$ cat config.mk
export PLATFORM = sky130hd
export DESIGN_NAME = mips_bus_arb
export DESIGN_NICKNAME = d
export VERILOG_FILES = /design/src/rtl/mips_bus_pkg.sv /design/src/rtl/mips_bus_rr_pick.sv /design/src/rtl/mips_bus_arb.sv
export SDC_FILE = /design/constraint.sdc
export NUM_CORES = 1
export LEC_CHECK = 0
export ABC_AREA = 1
export CAP_MARGIN = 20
export CELL_PAD_IN_SITES_DETAIL_PLACEMENT = 1
export CELL_PAD_IN_SITES_GLOBAL_PLACEMENT = 2
export CORE_MARGIN = 5
export CORE_UTILIZATION = 10
export CTS_CLUSTER_SIZE = 30
export DETAILED_ROUTE_END_ITERATION = 10
export GPL_TIMING_DRIVEN = 1
export HOLD_SLACK_MARGIN = 0.08
export PLACE_DENSITY_LB_ADDON = 0.25
export SLEW_MARGIN = 20
export SYNTH_ARGS = -nofsm -noshare
export SYNTH_HDL_FRONTEND = slang
export SYNTH_SLANG_ARGS = --single-unit
$ cat constraint.sdc
create_clock -name clk -period 3.4 [get_ports clk]
set_input_delay 0.51 -clock clk [delete_from_list [all_inputs] [get_ports clk]]
set_output_delay 0.51 -clock clk [all_outputs]
set_load 0.01 [all_outputs]
$ cat src/rtl/mips_bus_pkg.sv
// Shared types, address-map constants and helpers for the MIPS two-master bus arbiter.
package mips_bus_pkg;

    typedef enum logic [1:0] {
        IDLE = 2'd0,
        ADDR = 2'd1,
        RESP = 2'd2
    } arb_state_t;

    localparam logic [31:0] REGION_RAM  = 32'h0000_0000;
    localparam logic [31:0] REGION_IO0  = 32'h0000_0800;
    localparam logic [31:0] REGION_IO1  = 32'h0000_0900;
    localparam logic [31:0] REGION_MASK = 32'hFFFF_FF00;

    function automatic logic is_mapped(input logic [31:0] addr);
        logic [31:0] page;
        page = addr & REGION_MASK;
        return (page == REGION_RAM) || (page == REGION_IO0) || (page == REGION_IO1);
    endfunction

    function automatic logic [15:0] sat_inc16(input logic [15:0] v);
        return (v == 16'hFFFF) ? v : v + 16'd1;
    endfunction

endpackage

$ cat src/rtl/mips_bus_rr_pick.sv
// Combinational 2-way round-robin chooser: a lone requester always wins, ties go to prio.
module mips_bus_rr_pick (
    input  logic [1:0] req,
    input  logic       prio,
    output logic [1:0] grant,
    output logic       winner
);

    always_comb begin
        winner = 1'b0;
        grant  = 2'b00;
        case (req)
            2'b01:   winner = 1'b0;
            2'b10:   winner = 1'b1;
            2'b11:   winner = prio;
            default: winner = 1'b0;
        endcase
        if (req != 2'b00)
            grant = winner ? 2'b10 : 2'b01;
    end

endmodule

$ cat src/rtl/mips_bus_arb.sv
// Two-master round-robin arbiter for the MIPS data bus (IDLE -> ADDR -> RESP per transfer).
// Optional saturating grant/conflict counters are enabled with MIPS_BUS_ARB_STATS_EN.
module mips_bus_arb
    import mips_bus_pkg::*;
#(
    parameter int AW        = 32,
    parameter int DW        = 32,
    parameter int INIT_PRIO = 0
) (
    input  logic          clk,
    input  logic          rst,
    input  logic          m0_req,
    input  logic          m0_we,
    input  logic [AW-1:0] m0_a,
    input  logic [DW-1:0] m0_wd,
    output logic          m0_ack,
    output logic [DW-1:0] m0_rd,
    output logic          m0_err,
    input  logic          m1_req,
    input  logic          m1_we,
    input  logic [AW-1:0] m1_a,
    input  logic [DW-1:0] m1_wd,
    output logic          m1_ack,
    output logic [DW-1:0] m1_rd,
    output logic          m1_err,
    output logic [AW-1:0] bus_a,
    output logic          bus_we,
    output logic [DW-1:0] bus_wd,
    input  logic [DW-1:0] bus_rd,
    output logic          owner,
    output logic [15:0]   stat_gnt0,
    output logic [15:0]   stat_gnt1,
    output logic [15:0]   stat_conflict
);

    arb_state_t    state, state_next;
    logic          prio;
    logic          err_flag;
    logic [1:0]    grant;
    logic          winner;
    logic          any_req;
    logic          sel_we;
    logic [AW-1:0] sel_a;
    logic [DW-1:0] sel_wd;
    logic          mapped;

    mips_bus_rr_pick u_pick (
        .req    ({m1_req, m0_req}),
        .prio   (prio),
        .grant  (grant),
        .winner (winner)
    );

    assign any_req = |grant;

    // Owner's request fields; masters hold them stable until their ack.
    assign sel_a  = owner ? m1_a  : m0_a;
    assign sel_wd = owner ? m1_wd : m0_wd;
    assign sel_we = owner ? m1_we : m0_we;
    assign mapped = is_mapped(32'(sel_a));

    always_ff @(posedge clk or posedge rst) begin
        if (rst)
            state <= IDLE;
        else
            state <= state_next;
    end

    always_comb begin
        state_next = state;
        case (state)
            IDLE:    if (any_req) state_next = ADDR;
            ADDR:    state_next = RESP;
            RESP:    state_next = IDLE;
            default: state_next = IDLE;
        endcase
    end

    always_ff @(posedge clk or posedge rst) begin
        if (rst) begin
            owner    <= 1'(INIT_PRIO);
            prio     <= 1'(INIT_PRIO);
            err_flag <= 1'b0;
        end else begin
            case (state)
                IDLE:    if (any_req) owner <= winner;
                ADDR:    err_flag <= ~mapped;
                RESP:    prio <= ~owner;
                default: ;
            endcase
        end
    end

    // Writes to unmapped pages are suppressed; the address is still shown to the decoder.
    always_comb begin
        bus_a  = '0;
        bus_wd = '0;
        bus_we = 1'b0;
        m0_ack = 1'b0;
        m0_rd  = '0;
        m0_err = 1'b0;
        m1_ack = 1'b0;
        m1_rd  = '0;
        m1_err = 1'b0;
        case (state)
            ADDR: begin
                bus_a  = sel_a;
                bus_wd = sel_wd;
                bus_we = sel_we & mapped;
            end
            RESP: begin
                if (owner) begin
                    m1_ack = 1'b1;
                    m1_rd  = err_flag ? '0 : bus_rd;
                    m1_err = err_flag;
                end else begin
                    m0_ack = 1'b1;
                    m0_rd  = err_flag ? '0 : bus_rd;
                    m0_err = err_flag;
                end
            end
            default: ;
        endcase
    end

`ifdef MIPS_BUS_ARB_STATS_EN
    always_ff @(posedge clk or posedge rst) begin
        if (rst) begin
            stat_gnt0     <= '0;
            stat_gnt1     <= '0;
            stat_conflict <= '0;
        end else begin
            if (state == RESP && !owner)
                stat_gnt0 <= sat_inc16(stat_gnt0);
            if (state == RESP && owner)
                stat_gnt1 <= sat_inc16(stat_gnt1);
            if (state == IDLE && m0_req && m1_req)
                stat_conflict <= sat_inc16(stat_conflict);
        end
    end
`else
    assign stat_gnt0     = '0;
    assign stat_gnt1     = '0;
    assign stat_conflict = '0;
`endif

    // A master must keep its request up for the whole transfer it owns.
    a_req_held: assert property (@(posedge clk) disable iff (rst)
        (state != IDLE) |-> (owner ? m1_req : m0_req));

endmodule

; Yosys cells after proc, flatten, opt, wreduce, memory -nomap -nowiden
; Index checks and enable logic that the tools add are counted.
[classes]
add_sub_neg = 0
n_mul = 0
div_mod_pow = 0
order_cmp = 0
n_eq_ne = 7
shift = 0
muxes = 24
bitwise_logic = 3
n_reduce_logical = 7
[ops]
columns = operator, n
row1 = $mux 32, 9
row2 = $eq 24x4->1 const B, 2
row3 = $logic_not 32->1, 1
row4 = $mux 1, 10
row5 = $eq 2x2->1 const B, 3
row6 = $mux 2, 3
row7 = $pmux 2 s2, 1
row8 = $eq 2x1->1 const B, 1
row9 = $logic_not 2->1, 1
row10 = $logic_or 1x1->1, 2
row11 = $ne 2x2->1 const B, 1
row12 = $not 1->1, 2
row13 = $pmux 1 s2, 1
row14 = $reduce_and 2->1, 1
row15 = $reduce_bool 2->1, 1
row16 = $reduce_or 2->1, 1
row17 = $and 1x1->1, 1
[word_totals]
regBits = 5
latch_bits = 0
mem_bits_rw = 0
mem_bits_ro = 0
in_bits = 166
out_inout_bits = 182
word_cells = 45
mem_count = 0

; Longest topological paths before layout
; Gate-level depths: netlist of run 1.
[depth]
ltp_word = 7
mapped_depth = 11
depth_no_buf = 10

; Hierarchy
; Synthesis of run 1 repeated with hierarchy kept, for this count alone.
[hier_totals]
hier_cells = 511
hier_area_um2 = 2386.0
[modules_own_cells]
columns = module, n_inst, cells_each, area_each_um2, seq_area_each_um2
row1 = mips_bus_arb, 1, 505, 2361.0, 125.1
row2 = mips_bus_rr_pick, 1, 6, 25.0, 0.0

; Least setup slack after synthesis of run 1
; OpenSTA, ideal clock, no wires.
[synth_timing]
kind = register -> output
startpoint = reg owner
endpoint = out m0_rd[0]
arrival_time_ps = 1404
required_ps = 2890
path_slack_ps = 1486
stages_incl_launch_ff = 7
n_path_buf = 3
cell_sequence = dfrtp_1 buf_6 buf_2 nor2_1 inv_1 buf_2 nor2_1
[synth_between]
elab_chain_cells = 2
[synth_rtl]
columns = item, line_no
row1 = "start, declared", mips_bus_arb.sv:30  ; output logic owner,
row2 = "start signal, assigned", mips_bus_arb.sv:81  ; owner <= 1'(INIT_PRIO);
row3 = "start signal, assigned", mips_bus_arb.sv:86  ; IDLE: if (any_req) owner <= winner;
row4 = $mux 32, mips_bus_arb.sv:112  ; if (owner) begin
row5 = $mux 32, mips_bus_arb.sv:105  ; case (state)
row6 = "end, declared", mips_bus_arb.sv:17  ; output logic [DW-1:0] m0_rd,
; No other way between the ends.

; Worst setup path in the final report of run 1
[layout_timing]
startpoint = reg owner
endpoint = out bus_we
[layout_between]
elab_chain_cells = 6
word_cells_on_any_way = 9
cone_classes = eq/ne: 2 / mux: 3 / bitwise: 1 / reduce/logical: 3
[layout_rtl]
columns = item, line_no
row1 = $mux 32, mips_bus_arb.sv:57  ; assign sel_a = owner ? m1_a : m0_a;
row2 = $eq 24x4->1 or $logic_not 32->1 (tied branches), mips_bus_pkg.sv:18  ; return (page == REGION_RAM) || (page == REGION_IO0) || (page == REGION_IO1);
row3 = $logic_or 1x1->1 (2 in series), mips_bus_pkg.sv:18
row4 = $and 1x1->1 *, mips_bus_arb.sv:109  ; bus_we = sel_we & mapped;
row5 = $mux 1 *, mips_bus_arb.sv:105
row6 = "end, declared", mips_bus_arb.sv:27  ; output logic bus_we,
; Every way passes the cells marked *; elsewhere a longest branch is shown, timed or not.

==> flow_metrics.tcl, run 1 <==
set metrics [dict create \
    stdcell_count 1106 \
    drc_errors 0 \
    cts-root-buf "clkbuf_16" \
    drv_slew 0 \
    grt_pass1_vias 4013 \
    tightest_slew_ns 0.549 \
    netlist_instances 506 \
    final_common_cell "clkdlybuf4s50_1" \
    p_leak_uw 0.00226 \
    antenna_found_initial 1 \
    die_area_mm2 0.0267 \
    antenna_left 0 \
    area_delta_synth_final_pct 137 \
    cp-end-kind "output port" \
    met2_wirelength_um 7550 \
    period_share 0.886 \
    port-buffer-count 299 \
    cts-buffers-inserted 3 \
    startpoint "owner" \
    max_freq_ghz 0.332 \
    synth_area_leader_cell "nand2_1" \
    cts_resized 0 \
    m1WireLength_um 6510 \
    grt_pass1_wl_um 23100 \
    finalHoldViolCount 0 \
    die_y_um 163 \
    r2r_cells 10 \
    cts_tree "built" \
    power.total_uw 2430 \
    power_density_mw_per_mm2 436 \
    crit_path_start_kind "register" \
    first_pass_iters 4 \
    fill_cells 2950 \
    maxUsedRoutingLayer "met5" \
    grt_max_degree 43 \
    critPathCapture "bus_we" \
    critical_path_class "reg2out" \
    required_ns 2.89 \
    clock_latency_ns 0.23 \
    ctsHoldBuffers 0 \
    synthDistinctLibCells 23 \
    max_cap_viol_count 0 \
    setup_viol 0 \
    overflow 0 \
    rows 56 \
    antenna_cells 0 \
    track_usage 0.108 \
    final_cell_mix "299 x clkdlybuf4s50_1, 205 x nand2_1, 106 x nor2_1" \
    dp_hpwl_um 13500 \
    yosys_warnings 0 \
    gp_congestion 0.695 \
    synthTopCellsByArea "nand2_1 33%, nor2_1 17%, buf_4 16%" \
    h-tree-depth 1 \
    wirelength_um 16000 \
    route.vias.total 3841 \
    cts_setup_buffers 0 \
    final_area_mm2 0.00557 \
    avgRoutedWirePerCell_um 14.5 \
    yosysTopAreaCellShare 0.328 \
    status "complete, no violations" \
    crit_fanout 38 \
    ir_worst_vdd_v 0.000202 \
    clock_sinks 5 \
    maxSlewHeadroom 0.634 \
    drtIter0Drc 109 \
    grt_setup_unrepaired "false" \
    path_clk_slew_ns 0.03 \
    drive_gt1_frac 0.0292 \
    regToRegEndpoint "err_flag" \
    synth_area_mm2 0.00235 \
    synth_seq_cells 5 \
    seq_area_frac_synth 0.0531 \
    worstPathArrival_ns 2.50 \
    pin_count 348 \
    setup_tns_ns 0 \
    r2r_slack_ns 1.62 \
    chipWidth_um 163 \
    routed_via_density 3.47 \
    clock_path_buffers 2 \
    hp-class "in2async" \
    final_nets 954 \
    reg2reg_from "owner" \
    skew_ns 0.00112 \
    wl_met3_um 1920 \
    finalCriticalPeriod_ns 3.01 \
    final_core_util 0.239 \
    place_area_mm2 0.00547 \
    syn_avg_cell_area_um2 4.65 \
    dp.cells 1101 \
    start_util 0.101 \
    fp.coreArea_mm2 0.0233 \
]
[worst max-delay path: stages (launching register included)]
cell             delay, ns
dfrtp_2               0.44
inv_4                 0.40
nand2_1               0.10
nand2_1               0.14
nand2_1               0.11
nor2_1                0.13
nand2_1               0.08
nor2_1                0.12
nand2_1               0.11
nor2_2                0.09
clkdlybuf4s50_1       0.54
[cell type report]
type,count,area (um2),area share
Sequential cell,5,126,0.0227
Multi-Input combinational cell,424,1700,0.304
Timing Repair Buffer,310,3110,0.557
Tap cell,319,399,0.0716
Clock buffer,4,78.8,0.0141
Inverter,44,168,0.0301
[synth_stat cells]
cell type,count
nand2_1,206
nor2_1,106
buf_4,49
a21oi_1,45
inv_1,42
buf_2,12
clkbuf_1,10
buf_6,6
o21ai_1,6
dfrtp_1,5
buf_1,3
nor2_2,3
nand3_1,2
o21ai_0,2
and2_1,1
clkinv_1,1
conb_1,1
inv_4,1
mux2i_1,1
nand2_2,1
nor2_4,1
o32ai_1,1
or2_2,1
[layer usage]
| metal | track usage | up-vias |
|---|---|---|
| met2 | 0.196 | 219 |
| met5 | 0 | - |
| met1 | 0.127 | 1644 |
| met3 | 0.0411 | 6 |
| li1 | - | 1970 |
| met4 | 0.00457 | 2 |
[where the power goes]
group	internal [uW]	switching (uW)
logic	934	1190
registers	83.4	23.7
clock network	155	39.2
[cells by family after synthesis]
kind of cell	synth area share
multiplexers	0.00425
AO/OA/AOI/OAI	0.116
other	0.00159
flip-flops	0.0531
buffers and inverters	0.302
AND/OR/NAND/NOR	0.522
[per-stage QoR]
| step | hold WS [ns] | worst slack (ns) |
|---|---|---|
| after floorplan | 0.289 | 1.49 |
| after global placement | 0.512 | 0.418 |
| after detailed placement | 0.529 | 0.411 |
| after CTS | 0.513 | 0.220 |
| after global routing | 0.534 | 0.127 |
| final | 0.500 | 0.389 |
[worst min path at each step]
stage,from,slack (ns),cells after the start,endpoint
4_1_cts,rst,0.51,2,prio
6_report,rst,0.50,2,state[0]
3_5_place_dp,err_flag,0.53,2,err_flag
2_1_floorplan,rst,0.29,1,err_flag
3_3_place_gp,err_flag,0.51,2,err_flag
5_1_grt,rst,0.53,2,state[0]
[state kept, by name (all words and copies together) (netlist names)]
name and cells:
state 2, prio 1, err_flag 1, owner 1
No activity file was read; power rests on OpenSTA's default activity.
==> run 2: changes to the inputs <==
GPL_ROUTABILITY_DRIVEN = 0   (was default)
MAX_ROUTING_LAYER = met4   (was default)
SLEW_MARGIN = 5   (was 20)
==> run 2 against run 1 <==
Worst hold slack improved by 0.0013 ns. Design area about the same. Critical path depth unchanged. Sequential power about the same. Non-clock buffer count unchanged. Flip-flop and latch count unchanged. Sequential share of layout area about the same. Largest cell class unchanged. Register-to-register slack about the same.
==> flow_metrics.tcl, run 2 (synthesis gave the netlist of run 1 again) <==
set metrics [dict create \
    status "complete, no violations" \
    crit_fanout 38 \
    cts-root-buf "clkbuf_16" \
    clock_path_buffers 2 \
    drv_slew 0 \
    ir_worst_vdd_v 0.000202 \
    clock_latency_ns 0.23 \
    pre_cts_slack_ns 0.411 \
    drtIter0Drc 106 \
    wirelength_um 16100 \
    rows 56 \
    final_nets 954 \
    grt_pass1_vias 4046 \
    largest_register_ff_count 2 \
    reg2reg_from "owner" \
    crit_path_start_kind "register" \
    path_clk_slew_ns 0.03 \
    finalHoldViolCount 0 \
    r2r_cells 10 \
    power_density_mw_per_mm2 437 \
    cts_resized 0 \
    die_y_um 163 \
    cp-end-kind "output port" \
    setup_tns_ns 0 \
    drc_errors 0 \
    dp_hpwl_um 13500 \
    route.vias.total 3870 \
    p_leak_uw 0.00226 \
    die_area_mm2 0.0267 \
    grt_max_degree 43 \
    area_delta_synth_final_pct 137 \
    pin_count 348 \
    fill_cells 2950 \
    clock_sinks 5 \
    finalCriticalPeriod_ns 3.02 \
    antenna_left 0 \
    routed_via_density 3.50 \
    skew_ns 0.000194 \
    start_util 0.101 \
    ctsHoldBuffers 0 \
    worstPathArrival_ns 2.51 \
    r2r_slack_ns 1.61 \
    regArea_um2 126 \
    track_usage 0.111 \
    avgRoutedWirePerCell_um 14.5 \
    critical_path_class "reg2out" \
    port-buffer-count 299 \
    required_ns 2.89 \
    final_cell_mix "299 x clkdlybuf4s50_1, 205 x nand2_1, 106 x nor2_1" \
    setup_viol 0 \
    grt_setup_unrepaired "false" \
    regToRegEndpoint "err_flag" \
    drive_gt1_frac 0.0292 \
    max_cap_viol_count 0 \
    period_share 0.889 \
    overflow 0 \
    grt_pass1_wl_um 22900 \
    fp.coreArea_mm2 0.0233 \
    tightest_slew_ns 0.540 \
    cts_tree "built" \
    final_common_cell "clkdlybuf4s50_1" \
    chipWidth_um 163 \
    first_pass_iters 3 \
    maxSlewHeadroom 0.640 \
    multi_input_area_mm2 0.00170 \
    max_freq_ghz 0.331 \
    cts_setup_buffers 0 \
    hp-class "in2async" \
    antenna_found_initial 1 \
    largest_register "state" \
    h-tree-depth 1 \
    cts-buffers-inserted 3 \
    setup_slack_ns 0.377 \
]
==> run 2: worst max-delay path by stage <==
stage,start,end,slack (ns),depth (start not counted)
final,owner,bus_we,0.38,10
after global routing,owner,bus_we,0.13,10
after CTS,owner,bus_we,0.22,10
after detailed placement,m0_a[29],bus_we,0.41,11
after global placement,m0_a[29],bus_we,0.42,11
after floorplan,owner,m0_rd[0],1.49,6
==> run 2: through the flow <==
step / hold slack, ns / power (uW) / instances / utilization / area [um2]
2_1_floorplan: 0.289 / 1250 / 553 / - / 2530
3_3_place_gp: 0.512 / 2340 / 1101 / 0.234 / 5470
3_5_place_dp: 0.529 / 2310 / 1101 / 0.234 / 5470
4_1_cts: 0.513 / 2520 / 1105 / 0.238 / 5550
5_1_grt: 0.534 / 2690 / 1107 / 0.239 / 5580
6_report: 0.501 / 2440 / 1107 / 0.239 / 5580
==> run 2: report_power, final <==
group | internal (uW) | switching [uW]
logic | 934 | 1200
registers | 83.4 | 24.6
clock network | 156 | 39.7
==> run 2: final cells by class <==
class / instances / share of cell area
Clock buffer: 4 / 0.0141
Multi-Input combinational cell: 424 / 0.304
Timing Repair Buffer: 310 / 0.557
Sequential cell: 5 / 0.0227
Antenna cell: 1 / 0.000449
Inverter: 44 / 0.0301
Tap cell: 319 / 0.0715
==> run 2: metal layers <==
metal | vias up | global-route usage | wire [um]
met5 | - | - | 0
met4 | 0 | 0.00457 | 17
met3 | 4 | 0.0305 | 1610
met2 | 218 | 0.197 | 7590
met1 | 1674 | 0.133 | 6840
li1 | 1974 | - | -
==> run 2: critical path, stage by stage, from the launching register on <==
cell and delay, ns:
dfrtp_2 0.44, inv_4 0.40, nand2_1 0.10, nand2_1 0.14, nand2_1 0.11, nor2_1 0.13
nand2_1 0.08, nor2_1 0.12, nand2_1 0.11, nor2_2 0.09, clkdlybuf4s50_1 0.54
